File: src/rtl/semaforo_n_if.sv
// Lamp/sensor bundle for the N-street traffic-light controller.
// The controller takes the slave modport; the environment driving sensors takes the master modport.
interface semaforo_n_if #(
  parameter int N_RUAS = 3
);
  localparam int AW = (N_RUAS > 1) ? $clog2(N_RUAS) : 1;

  // pulso: a single-clock strobe with no ready side. demanda and modo_noturno are level inputs.
  // The lamps, rua_ativa and estado are registered and may be sampled at any point away from the edge.
  logic              pulso;
  logic [N_RUAS-1:0] demanda;
  logic              modo_noturno;
  logic [N_RUAS-1:0] verde;
  logic [N_RUAS-1:0] amarelo;
  logic [N_RUAS-1:0] vermelho;
  logic [AW-1:0]     rua_ativa;
  logic [1:0]        estado;

  modport master (
    output pulso, demanda, modo_noturno,
    input  verde, amarelo, vermelho, rua_ativa, estado
  );

  modport slave (
    input  pulso, demanda, modo_noturno,
    output verde, amarelo, vermelho, rua_ativa, estado
  );
endinterface

File: src/rtl/semaforo_n.sv
// N-street round-robin traffic-light controller with demand skipping and a blinking night mode.
// All timing advances on pulso ticks. Every lamp is registered in the single FSM process.
module semaforo_n #(
  parameter int N_RUAS     = 3,
  parameter int T_VERDE    = 4,
  parameter int T_AMARELO  = 2,
  parameter int T_VERMELHO = 1,
  parameter int CNT_W      = 8
) (
  input  logic        clk,
  input  logic        rst,
  semaforo_n_if.slave ctl_io
);
  localparam int AW = (N_RUAS > 1) ? $clog2(N_RUAS) : 1;
  localparam logic [N_RUAS-1:0] UM     = N_RUAS'(1);
  localparam logic [CNT_W-1:0]  FIM_V  = CNT_W'(T_VERDE - 1);
  localparam logic [CNT_W-1:0]  FIM_A  = CNT_W'(T_AMARELO - 1);
  localparam logic [CNT_W-1:0]  FIM_VM = CNT_W'(T_VERMELHO - 1);

  typedef enum logic [1:0] {
    VERDE    = 2'd0,
    AMARELO  = 2'd1,
    TODOS_VM = 2'd2,
    NOTURNO  = 2'd3
  } estado_t;

  estado_t           state_q;
  logic [AW-1:0]     a_q;
  logic [CNT_W-1:0]  cnt_q;
  logic              pisca_q;
  logic [N_RUAS-1:0] verde_q;
  logic [N_RUAS-1:0] amarelo_q;
  logic [N_RUAS-1:0] vermelho_q;

  logic [AW-1:0]     prox_d;
  logic              outra;
  int                idx;

  function automatic logic [N_RUAS-1:0] um_hot(input logic [AW-1:0] i);
    um_hot = UM << i;
  endfunction

  assign outra = |(ctl_io.demanda & ~um_hot(a_q));

  // Next owner of green: scan from a+1 upward, wrapping. The loop runs backwards so the nearest hit wins.
  always_comb begin
    prox_d = (a_q == AW'(N_RUAS - 1)) ? '0 : a_q + 1'b1;
    idx    = 0;
    if (ctl_io.demanda != '0) begin
      for (int k = N_RUAS; k >= 1; k--) begin
        idx = int'(a_q) + k;
        if (idx >= N_RUAS) idx = idx - N_RUAS;
        if (ctl_io.demanda[idx[AW-1:0]]) prox_d = idx[AW-1:0];
      end
    end
  end

  always_ff @(posedge clk or posedge rst) begin
    if (rst) begin
      state_q    <= VERDE;
      a_q        <= '0;
      cnt_q      <= '0;
      pisca_q    <= 1'b0;
      verde_q    <= UM;
      amarelo_q  <= '0;
      vermelho_q <= ~UM;
    end else if (ctl_io.modo_noturno) begin
      if (state_q != NOTURNO) begin
        state_q    <= NOTURNO;
        cnt_q      <= '0;
        pisca_q    <= 1'b1;
        verde_q    <= '0;
        vermelho_q <= '0;
        amarelo_q  <= '1;
      end else if (ctl_io.pulso) begin
        pisca_q   <= ~pisca_q;
        amarelo_q <= {N_RUAS{~pisca_q}};
      end
    end else begin
      case (state_q)
        NOTURNO: begin
          state_q    <= TODOS_VM;
          cnt_q      <= '0;
          verde_q    <= '0;
          amarelo_q  <= '0;
          vermelho_q <= '1;
        end
        VERDE: if (ctl_io.pulso) begin
          if (cnt_q == FIM_V) begin
            // Green is held, with cnt saturated, while only this street is asking.
            if (ctl_io.demanda == '0 || outra) begin
              state_q    <= AMARELO;
              cnt_q      <= '0;
              verde_q    <= '0;
              amarelo_q  <= um_hot(a_q);
              vermelho_q <= ~um_hot(a_q);
            end
          end else begin
            cnt_q <= cnt_q + 1'b1;
          end
        end
        AMARELO: if (ctl_io.pulso) begin
          if (cnt_q == FIM_A) begin
            state_q    <= TODOS_VM;
            cnt_q      <= '0;
            amarelo_q  <= '0;
            vermelho_q <= '1;
          end else begin
            cnt_q <= cnt_q + 1'b1;
          end
        end
        default: if (ctl_io.pulso) begin
          if (cnt_q == FIM_VM) begin
            state_q    <= VERDE;
            cnt_q      <= '0;
            a_q        <= prox_d;
            verde_q    <= um_hot(prox_d);
            vermelho_q <= ~um_hot(prox_d);
          end else begin
            cnt_q <= cnt_q + 1'b1;
          end
        end
      endcase
    end
  end

  assign ctl_io.verde     = verde_q;
  assign ctl_io.amarelo   = amarelo_q;
  assign ctl_io.vermelho  = vermelho_q;
  assign ctl_io.rua_ativa = a_q;
  assign ctl_io.estado    = state_q;
endmodule

File: src/flat_wrapper.sv
// flat-port wrapper written by rule: the top's interface ports become plain ports
module semaforo_n_flat 
#(
  parameter int N_RUAS     = 3,
  parameter int T_VERDE    = 4,
  parameter int T_AMARELO  = 2,
  parameter int T_VERMELHO = 1,
  parameter int CNT_W      = 8
)
  (clk, rst, ctl_io_pulso, ctl_io_demanda, ctl_io_modo_noturno, ctl_io_verde, ctl_io_amarelo, ctl_io_vermelho, ctl_io_rua_ativa, ctl_io_estado);
  semaforo_n_if #(.N_RUAS(N_RUAS)) ctl_io_i ();
  input  logic clk;
  input  logic rst;
  input wire logic [$bits(ctl_io_i.pulso)-1:0] ctl_io_pulso;
  input wire logic [$bits(ctl_io_i.demanda)-1:0] ctl_io_demanda;
  input wire logic [$bits(ctl_io_i.modo_noturno)-1:0] ctl_io_modo_noturno;
  output wire logic [$bits(ctl_io_i.verde)-1:0] ctl_io_verde;
  output wire logic [$bits(ctl_io_i.amarelo)-1:0] ctl_io_amarelo;
  output wire logic [$bits(ctl_io_i.vermelho)-1:0] ctl_io_vermelho;
  output wire logic [$bits(ctl_io_i.rua_ativa)-1:0] ctl_io_rua_ativa;
  output wire logic [$bits(ctl_io_i.estado)-1:0] ctl_io_estado;
  assign ctl_io_i.pulso = ctl_io_pulso;
  assign ctl_io_i.demanda = ctl_io_demanda;
  assign ctl_io_i.modo_noturno = ctl_io_modo_noturno;
  assign ctl_io_verde = ctl_io_i.verde;
  assign ctl_io_amarelo = ctl_io_i.amarelo;
  assign ctl_io_vermelho = ctl_io_i.vermelho;
  assign ctl_io_rua_ativa = ctl_io_i.rua_ativa;
  assign ctl_io_estado = ctl_io_i.estado;
  semaforo_n #(.N_RUAS(N_RUAS), .T_VERDE(T_VERDE), .T_AMARELO(T_AMARELO), .T_VERMELHO(T_VERMELHO), .CNT_W(CNT_W)) u_core (.clk(clk), .rst(rst), .ctl_io(ctl_io_i));
endmodule
File: config.mk
export PLATFORM = sky130hd
export DESIGN_NAME = semaforo_n_flat
export DESIGN_NICKNAME = d
export VERILOG_FILES = /design/src/rtl/semaforo_n_if.sv /design/src/rtl/semaforo_n.sv /design/src/flat_wrapper.sv
export SDC_FILE = /design/constraint.sdc
export NUM_CORES = 1
export LEC_CHECK = 0
export CORE_MARGIN = 2
export CORE_UTILIZATION = 50
export CTS_CLUSTER_DIAMETER = 100
export DETAILED_ROUTE_END_ITERATION = 8
export GPL_TIMING_DRIVEN = 0
export PLACE_DENSITY = 0.83
export SLEW_MARGIN = 20
export SYNTH_ARGS = -nofsm -noshare
export SYNTH_HDL_FRONTEND = slang
export SYNTH_SLANG_ARGS = --single-unit
File: constraint.sdc
create_clock -name clk -period 2.3 [get_ports clk]
set_clock_uncertainty 0.05 [all_clocks]
set_input_delay 0.46 -clock clk [delete_from_list [all_inputs] [get_ports clk]]
set_output_delay 0.46 -clock clk [all_outputs]
set_load 0.05 [all_outputs]
Word-level counts from Yosys, hierarchy flattened
Index checks and enable logic that the tools add are counted.

word-level totals
  word-level logic and storage cells = 127
  register bits = 22
  input bits = 7

operators by class
  magnitude comparators = 6
  multiplexer cells = 65
  shift-type cells = 2
  add/sub/neg operators = 8
  eq/ne operators = 15
  bitwise gates (word level) = 6
  reductions and logical operators = 18

operators by type and width
  operator               number
  $mux W8                9
  $mux W3                23
  $mux W2                20
  $pmux W3 S3            3
  $pmux W8 S3            1
  $reduce_and A7 Y1      2
  $ne A3 B2 Y1 const B   4
  $ge A3 B2 Y1 const B   3
  $lt A2 B3 Y1 const B   3
  $add A8 B1 Y8 const B  1
  $eq A8 B1 Y1 const B   1
  $eq A8 B2 Y1 const B   1
  $logic_not A8 Y1       1
  $reduce_and A8 Y1      1
  $reduce_bool A4 Y1     2
  $add A2 B2 Y3 const B  2
  $bmux W1 S2            3
  $ne A3 B3 Y1 const B   2
  $not A3 Y3             2
  $pmux W2 S3            1
  $reduce_bool A3 Y1     2
  $reduce_or A3 Y1       2
  $shl A1 B2 Y3 const A  2
  $sub A2 B1 Y2 const B  3
  18 further kinds       26

Depth between registers and ports, before layout
Gate-level depths: netlist of the first run.

  word-level depth = 16
  gate-level depth with buffers = 9

Least setup slack after synthesis of the first run
No wires, ideal clock.

  kind = reg2reg
  start = reg u_core.a_q[0] (netlist: u_core.ctl_io.rua_ativa[0])
  end = reg u_core.vermelho_q[2] (netlist: u_core.ctl_io.vermelho[2])
  setup slack = -0.327 ns
  arrival = 2.498 ns
  period minus slack after synthesis = 2.627 ns
  stages on the path, launching flop included = 10
  path buffers = 1
  library setup time = 0.080 ns
  cells stage by stage = dfrtp_1 inv_1 ha_1 buf_2 a31oi_1 nor3_1 o221ai_1 a21oi_1 or3b_1 a32o_1

between the ends
  cells in the longest elaborated chain, start to end = 16
  elaborated cells on any way between the ends = 44

RTL lines
  what                                                  RTL line           text
  from (decl)                                           semaforo_n.sv:28   logic [AW-1:0] a_q;
  from (signal assigned)                                semaforo_n.sv:116  a_q <= prox_d;
  $add A2 B2 Y3                                         semaforo_n.sv:51   idx = int'(a_q) + k;
  $ge A3 B2 Y1 / $sub A2 B1 Y2 (equally long branches)  semaforo_n.sv:52   if (idx >= N_RUAS) idx = idx - N_RUAS;
  $mux W2                                               semaforo_n.sv:52
  $mux W2                                               semaforo_n.sv:49   if (ctl_io.demanda != '0) begin
  $bmux W1 S2                                           semaforo_n.sv:53   if (ctl_io.demanda[idx[AW-1:0]]) prox_d = idx[AW-1:0];
  $mux W1 (not written as such)                         semaforo_n.sv:53
  $mux W2 (3 in series)                                 semaforo_n.sv:53
  $mux W2                                               semaforo_n.sv:49
  $shl A1 B2 Y3                                         semaforo_n.sv:40   um_hot = UM << i;
  $not A3 Y3                                            semaforo_n.sv:118  vermelho_q <= ~um_hot(prox_d);
  $mux W3                                               semaforo_n.sv:113  if (cnt_q == FIM_VM) begin
  $mux W3                                               semaforo_n.sv:112  default: if (ctl_io.pulso) begin
  $pmux W3 S3                                           semaforo_n.sv:80   case (state_q)
  $mux W3                                               semaforo_n.sv:67   end else if (ctl_io.modo_noturno) begin
  to (signal assigned)                                  semaforo_n.sv:66   vermelho_q <= ~UM;
  to (signal assigned)                                  semaforo_n.sv:96   vermelho_q <= ~um_hot(a_q);
  to (signal assigned)                                  semaforo_n.sv:118
  to (decl)                                             semaforo_n.sv:33   logic [N_RUAS-1:0] vermelho_q;

Parallel ways exist; a longest one is shown, timed or not. The select of a mux whose other input is x is not followed.
A chain may end at the register's enable or synchronous reset.

Worst setup path after layout of the first run
  start = reg u_core.a_q[1] (netlist: u_core.ctl_io.rua_ativa[1])
  end = reg u_core.vermelho_q[2] (netlist: u_core.ctl_io.vermelho[2])

The elaborated chain is that of the path after synthesis.

==> results of run 1 <==
-- worst paths after layout --
path / slack [ns] / cells after the start / endpoint / from
max in group asynchronous: 1.07 / 2 / u_core.ctl_io.rua_ativa[1] / rst
min in group asynchronous: 0.55 / 2 / u_core.ctl_io.amarelo[0] / rst
min: 0.46 / 1 / u_core.ctl_io.verde[1] / u_core.ctl_io.verde[1]
max reg2reg: 0.03 / 9 / u_core.ctl_io.vermelho[2] / u_core.ctl_io.rua_ativa[1]
max: 0.03 / 9 / u_core.ctl_io.vermelho[2] / u_core.ctl_io.rua_ativa[1]
min reg2reg: 0.46 / 1 / u_core.ctl_io.verde[1] / u_core.ctl_io.verde[1]
-- area by class of cell --
class / instances / area, um^2
flip-flops and latches: 22 / 559
well taps: 46 / 57.6
inverters: 15 / 61.3
plain buffers: 6 / 45.0
fillers: 275 / 1210
repair buffers: 22 / 225
clock buffers: 4 / 36.3
multi-input cells: 138 / 1090
-- Yosys cell counts (all sizes together) (5+ instances only) --
master / n / area share, %
nor2: 8 / 2.1
nor3: 5 / 1.8
ha: 13 / 9.7
a22o: 7 / 4.2
dfrtp: 19 / 28
mux2i: 8 / 4.8
nor2b: 6 / 2.2
nand2b: 8 / 3.0
and3: 5 / 1.9
inv: 15 / 3.4
nand2: 7 / 1.6
o21ai: 19 / 6.4
a21oi: 11 / 3.5
nand3: 5 / 1.8
-- logic make-up after synthesis --
| logic type | after synthesis | share of synthesized area, % |
|---|---|---|
| AND/OR/NAND/NOR | 58 | 21.6 |
| AO/OA/AOI/OAI | 55 | 22.8 |
| flip-flops | 22 | 33.1 |
| buffers and inverters | 21 | 5.08 |
| adder cells (fa/ha/maj) | 13 | 9.72 |
| multiplexers | 12 | 7.70 |
-- flip-flops by register name, summed over array words and instances (netlist names) --
signal                   cells
u_core.cnt_q                 8
u_core.pisca_q               1
u_core.ctl_io.rua_ativa      2
u_core.ctl_io.vermelho       3
u_core.ctl_io.verde          3
u_core.ctl_io.amarelo        3
u_core.ctl_io.estado         2
-- timing repair --
action | 4_1_cts | 5_1_grt
cloned | 0 | 1
pin swaps | 1 | 8
endpoints found under the setup margin | 11 | 16
resized for setup | 4 | 13
setup buffers | 2 | 2
-- power by group through the flow --
stage / registers (mW) / logic (mW) / clock network [mW]
2_1_floorplan: 0.955 / 0.992 / 0
3_3_place_gp: 0.621 / 1.73 / 0
3_5_place_dp: 0.625 / 1.75 / 0
4_1_cts: 0.604 / 1.81 / 0.221
5_1_grt: 0.626 / 2.16 / 0.236
6_report: 0.608 / 1.98 / 0.219
-- critical path: stages, from the launching register on --
cell and delay [ns]:
dfrtp_2 0.46, inv_4 0.09, ha_4 0.23, buf_8 0.13, a21boi_2 0.14, o22ai_1 0.08
o21ai_1 0.15, o211ai_1 0.22, or3b_1 0.43, a32o_1 0.23
-- metal layers --
metal	wire length, um	part of all wire [%]	up-vias
met5	0	0	-
met4	25	0.70	0
met3	136	3.8	5
met2	1820	51	32
met1	1580	44	693
li1	-	-	716
==> results.md, run 1 <==
- Final max-slew violation count: 0
- Setup ws final: about 0.035 ns
- Worst rel slew slack: 42.8%
- Die W: 61.9 um
- Largest net degree at the start of global routing: 23
- Gate power share: between 70 and 80%
- Leakage: 0.907 nW
- Power Density: 1360 nW/um^2
- Final HPWL DP: approximately 2.5 mm
- Inst Count DP: about 240
- Routability cong.: approximately 0.84
- Commonest non-fill, non-tap cells in the layout: clkdlybuf4s50_1 (17), dfrtp_1 (15), inv_1 (13), o21ai_0 (13), ha_1 (10)
- Initial Util: 51.0%
- Crit. End Element: flip-flop
- GR Overflow Total: 0
- Critical-path maximum fanout: 7
- First-pass GRT wire length: approximately 5.4 mm
- Layout cells sized above 1: 19.3%
- Area Growth Syn to Fin: 23.8%
- Port Buf Inserts: 17
- Sw Pwr: 1.36 mW
- I/O pin count: 20
- Sw frac: approximately half
- Met3 usage: 1.86%
- CTS Buf Count: 3
- Clk pwr share: 7.8%
- First-pass detailed-route iteration total: 4
- Outcome: completed
- Fin crit share: between 90% and 100%
- Gr busiest metal: met2
- Flop pwr share: a little over a fifth
- CTS tree: built
- Setup Viol. Count Final: 0
- Crit path arrival time: ~2.5 ns
- Fmax: 441 MHz
- RSZ-0062 raised after global routing: true
- Clock Latency Late Sink: between 0.3 and 0.4 ns
- Crit Path Category: reg2reg
- Root Driver: clkbuf_4
- CTS sink cnt: 22
- Vias per cell: 5.72
- Initial DRC Count: between 100 and 150
- Asr flop ratio synth: 100%
- Measured slew at the worst slew-check pin: between 0.8 and 0.9 ns
- Synth Cell Area: around 1700 um^2
- Hold slack: ~0.46 ns
- Place WS: -0.228 ns
- Int Power: 1.45 mW
- Final ANT Viol Nets: 0
- Synth Register Bits: 22
- Routed length per instance: roughly 14 um
- Final TNS setup: 0 ns
- Htree depth: 1
- GRT Total Usage: between 10% and 20%
- Die height: approximately 62 um
- Cell Rows: 21
- Sequential area share after synthesis: roughly a third
- Total power: approximately 2.8 mW
- Gate Count Post-Synth: between 150 and 200
- Number of global-route vias before repair: about 1,200
- Initial antenna violation count: 0
- Max-cap violations: 0
- EDFF count, synth: 0
- Nature of the critical path startpoint: flip-flop
- Cts hold-fix bufs: 0
- Core Util, Final: a little over three fifths
- Crit path time final: 2.27 ns
- Met1 Use GR: a little over a quarter
- Nets: around 230
- Max VDD drop: between 0.8 and 0.9 mV
- Hold crit path type: reg2reg
- Primary FF master, synth: dfrtp_1
- Cell area after layout: roughly 2100 um^2
- Clock Path Buffers: 2
- Syn nets: between 200 and 250
- Synth unique cells: a little over 50
- Core Footprint: roughly 3300 um^2
- Antenna cells: 0
- Die ar.: approximately 3800 um^2
- Final Hold Fails: 0
- Non-filler instance count after layout: about 250
- CTS clock-pin slew for the worst setup and hold paths: approximately 0.12 ns
- Synth warn: 0
- Via count: about 1,400
- Required time of the critical path: approximately 2.5 ns
- Cell area after placement: a little under 2000 um^2
- Drt total wl: roughly 3.6 mm
- Met2 Resource Use GR: about 31%
- # DRC: 0
- Most common cell after layout, fill and taps aside: clkdlybuf4s50_1
- Syn Area/Cell: 9.25 um^2
No activity file was read; power rests on OpenSTA's default activity.
==> inputs of run 2 (changes only) <==
--- a/config.mk
+++ b/config.mk
@@ -15,3 +15,4 @@
 export SYNTH_ARGS = -nofsm -noshare
 export SYNTH_HDL_FRONTEND = slang
 export SYNTH_SLANG_ARGS = --single-unit
+export TNS_END_PERCENT = 100
==> results of run 2 <==
Final layout, timing and power as in run 1 (identical DEF).
==> inputs of run 3 (changes only) <==
--- a/config.mk
+++ b/config.mk
@@ -6,11 +6,12 @@
 export NUM_CORES = 1
 export LEC_CHECK = 0
 export CORE_MARGIN = 2
-export CORE_UTILIZATION = 50
+export CORE_UTILIZATION = 52
+export CTS_BUF_LIST = sky130_fd_sc_hd__clkbuf_8
 export CTS_CLUSTER_DIAMETER = 100
 export DETAILED_ROUTE_END_ITERATION = 8
 export GPL_TIMING_DRIVEN = 0
-export PLACE_DENSITY = 0.83
+export PLACE_DENSITY = 0.85
 export SLEW_MARGIN = 20
 export SYNTH_ARGS = -nofsm -noshare
 export SYNTH_HDL_FRONTEND = slang
==> results.md, run 3 (same netlist as run 1, synthesis figures left out) <==
- Outcome: completed
- Die ar.: 3690 um^2 (-3.6%)
- Initial Util: 54.8% (+3.9 points)
- Nets: 227 (-0.44%)
- Routability cong.: 0.870 (+3.0%)
- Clk pwr share: 12.1% (+4.3 points)
- GR Overflow Total: 0 (unchanged)
- Cell area after placement: 1920 um^2 (-0.13%)
- Critical-path maximum fanout: 9 (+2)
- Area of the multi-input gates: 1110 um^2 (+2.0%)
- R2R Setup Slk: 0.09 ns (+0.05 ns)
- # DRC: 0 (unchanged)
- Clock Latency Late Sink: 0.27 ns (-0.05 ns)
- Antenna cells: 0 (unchanged)
- Setup Viol. Count Final: 0 (unchanged)
- Sw frac: 48.4% (-0.097 points)
- Total power: 2.98 mW (+6.1%)
- Max-cap violations: 0 (unchanged)
- Final max-slew violation count: 0 (unchanged)
- Via count: 1,543 (+6.7%)
- Int Power: 1.54 mW (+6.3%)
- Nature of the critical path startpoint: flip-flop
- Port Buf Inserts: 17 (unchanged)
- Worst hold endpoint: u_core.ctl_io.verde[1]
- Worst rel slew slack: 46.0% (+3.3 points)
- Hold wc startpoint: u_core.ctl_io.verde[1]
- Top reg by flops: u_core.cnt_q
- Filler cells: 250 (-9.1%)
- Inst Count DP: 242 (-0.82%)
- RSZ-0062 raised after global routing: true
- Leakage: 0.923 nW (+1.7%)
- Cts hold-fix bufs: 0 (unchanged)
- Fin crit share: 96.3% (-2.2 points)
- Initial DRC Count: 113 (+9.7%)
- Hold slack: 0.456 ns (-0.00394 ns)
- Crit. End Element: flip-flop
- Htree depth: 1 (unchanged)
- Routed length per instance: 16.4 um (+16%)
- Most common cell after layout, fill and taps aside: clkdlybuf4s50_1
- CTS clock-pin slew for the worst setup and hold paths: 0.08 ns (-0.04 ns)
- Crit path time final: 2.21 ns (-0.0511 ns)
- Final Hold Fails: 0 (unchanged)
- Fmax: 452 MHz (+2.3%)
- CTS Buf Count: 3 (unchanged)
- Drt total wl: 4.09 mm (+15%)
- Cell Rows: 20 (-4.8%)
- Die height: 60.7 um (-1.8%)
- Area Growth Syn to Fin: 25.5%
- GRT Total Usage: 24.6% (+5.9 points)
- Required time of the critical path: 2.41 ns (-0.10 ns)
- Final HPWL DP: 2.93 mm (+19%)
- I/O pin count: 20 (unchanged)
- Worst R2R End: u_core.ctl_io.verde[1]
- Crit path max-delay family: multiplexers
- Die W: 60.7 um (-1.8%)
- Reg2Reg Depth: 10 (+1)
- Cell area after layout: 2100 um^2 (+1.3%)
- Initial antenna violation count: 0 (unchanged)
- Core Footprint: 3050 um^2 (-7.0%)
- Hold crit path type: reg2reg
- Critical-path top delay cell: dfrtp_2
- CTS tree: built
- Flop pwr share: 20.7% (-0.9 points)
- Power Density: 1420 nW/um^2 (+4.7%)
- Root Driver: clkbuf_8
- Critical-path cell list: inv_4 -> ha_1 -> buf_6 -> mux2i_1 -> a22oi_1 -> o21ai_1 -> o211ai_1 -> buf_4 -> and3b_1 -> mux2_1
- Non-filler instance count after layout: 250 (-1.2%)
- Crit Path Category: reg2reg
- Buf/Inv on CP: 3 (+1)
- Gate power share: 67.2% (-3.4 points)
- Number of global-route vias before repair: 1,478 (+21%)
- Launching point of the worst reg2reg path: u_core.ctl_io.rua_ativa[0]
- CTS sink cnt: 22 (unchanged)
- Hold Crit Depth: 1 (unchanged)
- Final ANT Viol Nets: 0 (unchanged)
- Crit path arrival time: 2.32 ns (-0.16 ns)
- First-pass detailed-route iteration total: 6 (+2)
- Measured slew at the worst slew-check pin: 0.809 ns (-0.0491 ns)
- Vias per cell: 6.17 (+8.0%)
- Largest stage delay, worst path: 0.44 ns (-0.02 ns)
- Clock Path Buffers: 2 (unchanged)
- First-pass GRT wire length: 6.87 mm (+27%)
- Commonest non-fill, non-tap cells in the layout: clkdlybuf4s50_1 (16), dfrtp_1 (15), inv_1 (13), o21ai_0 (13), ha_1 (10)
- Sw Pwr: 1.44 mW (+5.9%)
- Register area: 559 um^2 (unchanged)
- Layout cells sized above 1: 21.4% (+2.0 points)
- Max FFs per register: 8 (unchanged)
- Largest net degree at the start of global routing: 23 (unchanged)
- Max VDD drop: 1.34 mV (+52%)
- Core Util, Final: 68.8% (+5.7 points)
## run 3: how the worst max path moves through the flow
stage,cells past startpoint,startpoint,slack [ns],endpoint
3_5_place_dp,7,ctl_io_demanda[2],-0.28,u_core.ctl_io.vermelho[2]
3_3_place_gp,7,ctl_io_demanda[2],-0.21,u_core.ctl_io.verde[1]
2_1_floorplan,9,u_core.ctl_io.rua_ativa[0],0.01,u_core.ctl_io.vermelho[2]
4_1_cts,9,u_core.ctl_io.rua_ativa[0],-0.07,u_core.ctl_io.vermelho[2]
5_1_grt,9,u_core.ctl_io.rua_ativa[1],-0.04,u_core.ctl_io.vermelho[1]
6_report,10,u_core.ctl_io.rua_ativa[0],0.09,u_core.ctl_io.verde[1]
## run 3: layout make-up
| cell class | count | share of cell area [%] |
|---|---|---|
| plain buffers | 6 | 1.97 |
| well taps | 44 | 2.62 |
| clock inverters | 1 | 1.43 |
| repair buffers | 21 | 9.65 |
| inverters | 15 | 2.92 |
| flip-flops and latches | 22 | 26.6 |
| clock buffers | 3 | 1.97 |
| multi-input cells | 138 | 52.8 |
## run 3: layer usage
metal	wire [um]	track usage, %	part of all wire, %
met4	100	10.6	2.4
met2	2030	41.2	50
met5	0	0	0
met3	205	2.56	5.0
met1	1750	32.5	43
## run 3: stage by stage
| stage | setup TNS [ns] | setup slack, ns |
|---|---|---|
| 6_report | 0 | 0.0859 |
| 2_1_floorplan | 0 | 0.0106 |
| 4_1_cts | -0.0725 | -0.0725 |
| 5_1_grt | -0.0691 | -0.0449 |
| 3_5_place_dp | -3.08 | -0.281 |
| 3_3_place_gp | -1.95 | -0.211 |
## run 3: worst reg2reg max path, cell delays in order, from the launching register on
cell,delay (ns)
dfrtp_2,0.44
inv_4,0.09
ha_1,0.16
buf_6,0.14
mux2i_1,0.19
a22oi_1,0.08
o21ai_1,0.14
o211ai_1,0.18
buf_4,0.20
and3b_1,0.16
mux2_1,0.27
## run 3: timing repair
| item | 4_1_cts | 5_1_grt |
|---|---|---|
| setup buffers | 0 | 4 |
| gates resized for setup | 4 | 18 |
| endpoints found under the hold margin | 0 | 0 |
| pin swaps | 2 | 8 |
| endpoints found under the setup margin | 12 | 15 |
## run 3: power by group through the flow
| stage | logic, mW | registers, mW | clock network (mW) |
|---|---|---|---|
| final | 2.00 | 0.616 | 0.362 |
| after global routing | 2.17 | 0.628 | 0.382 |
| after CTS | 1.82 | 0.623 | 0.368 |
| after detailed placement | 1.79 | 0.630 | 0 |
| after global placement | 1.71 | 0.618 | 0 |
| after floorplan | 0.992 | 0.955 | 0 |
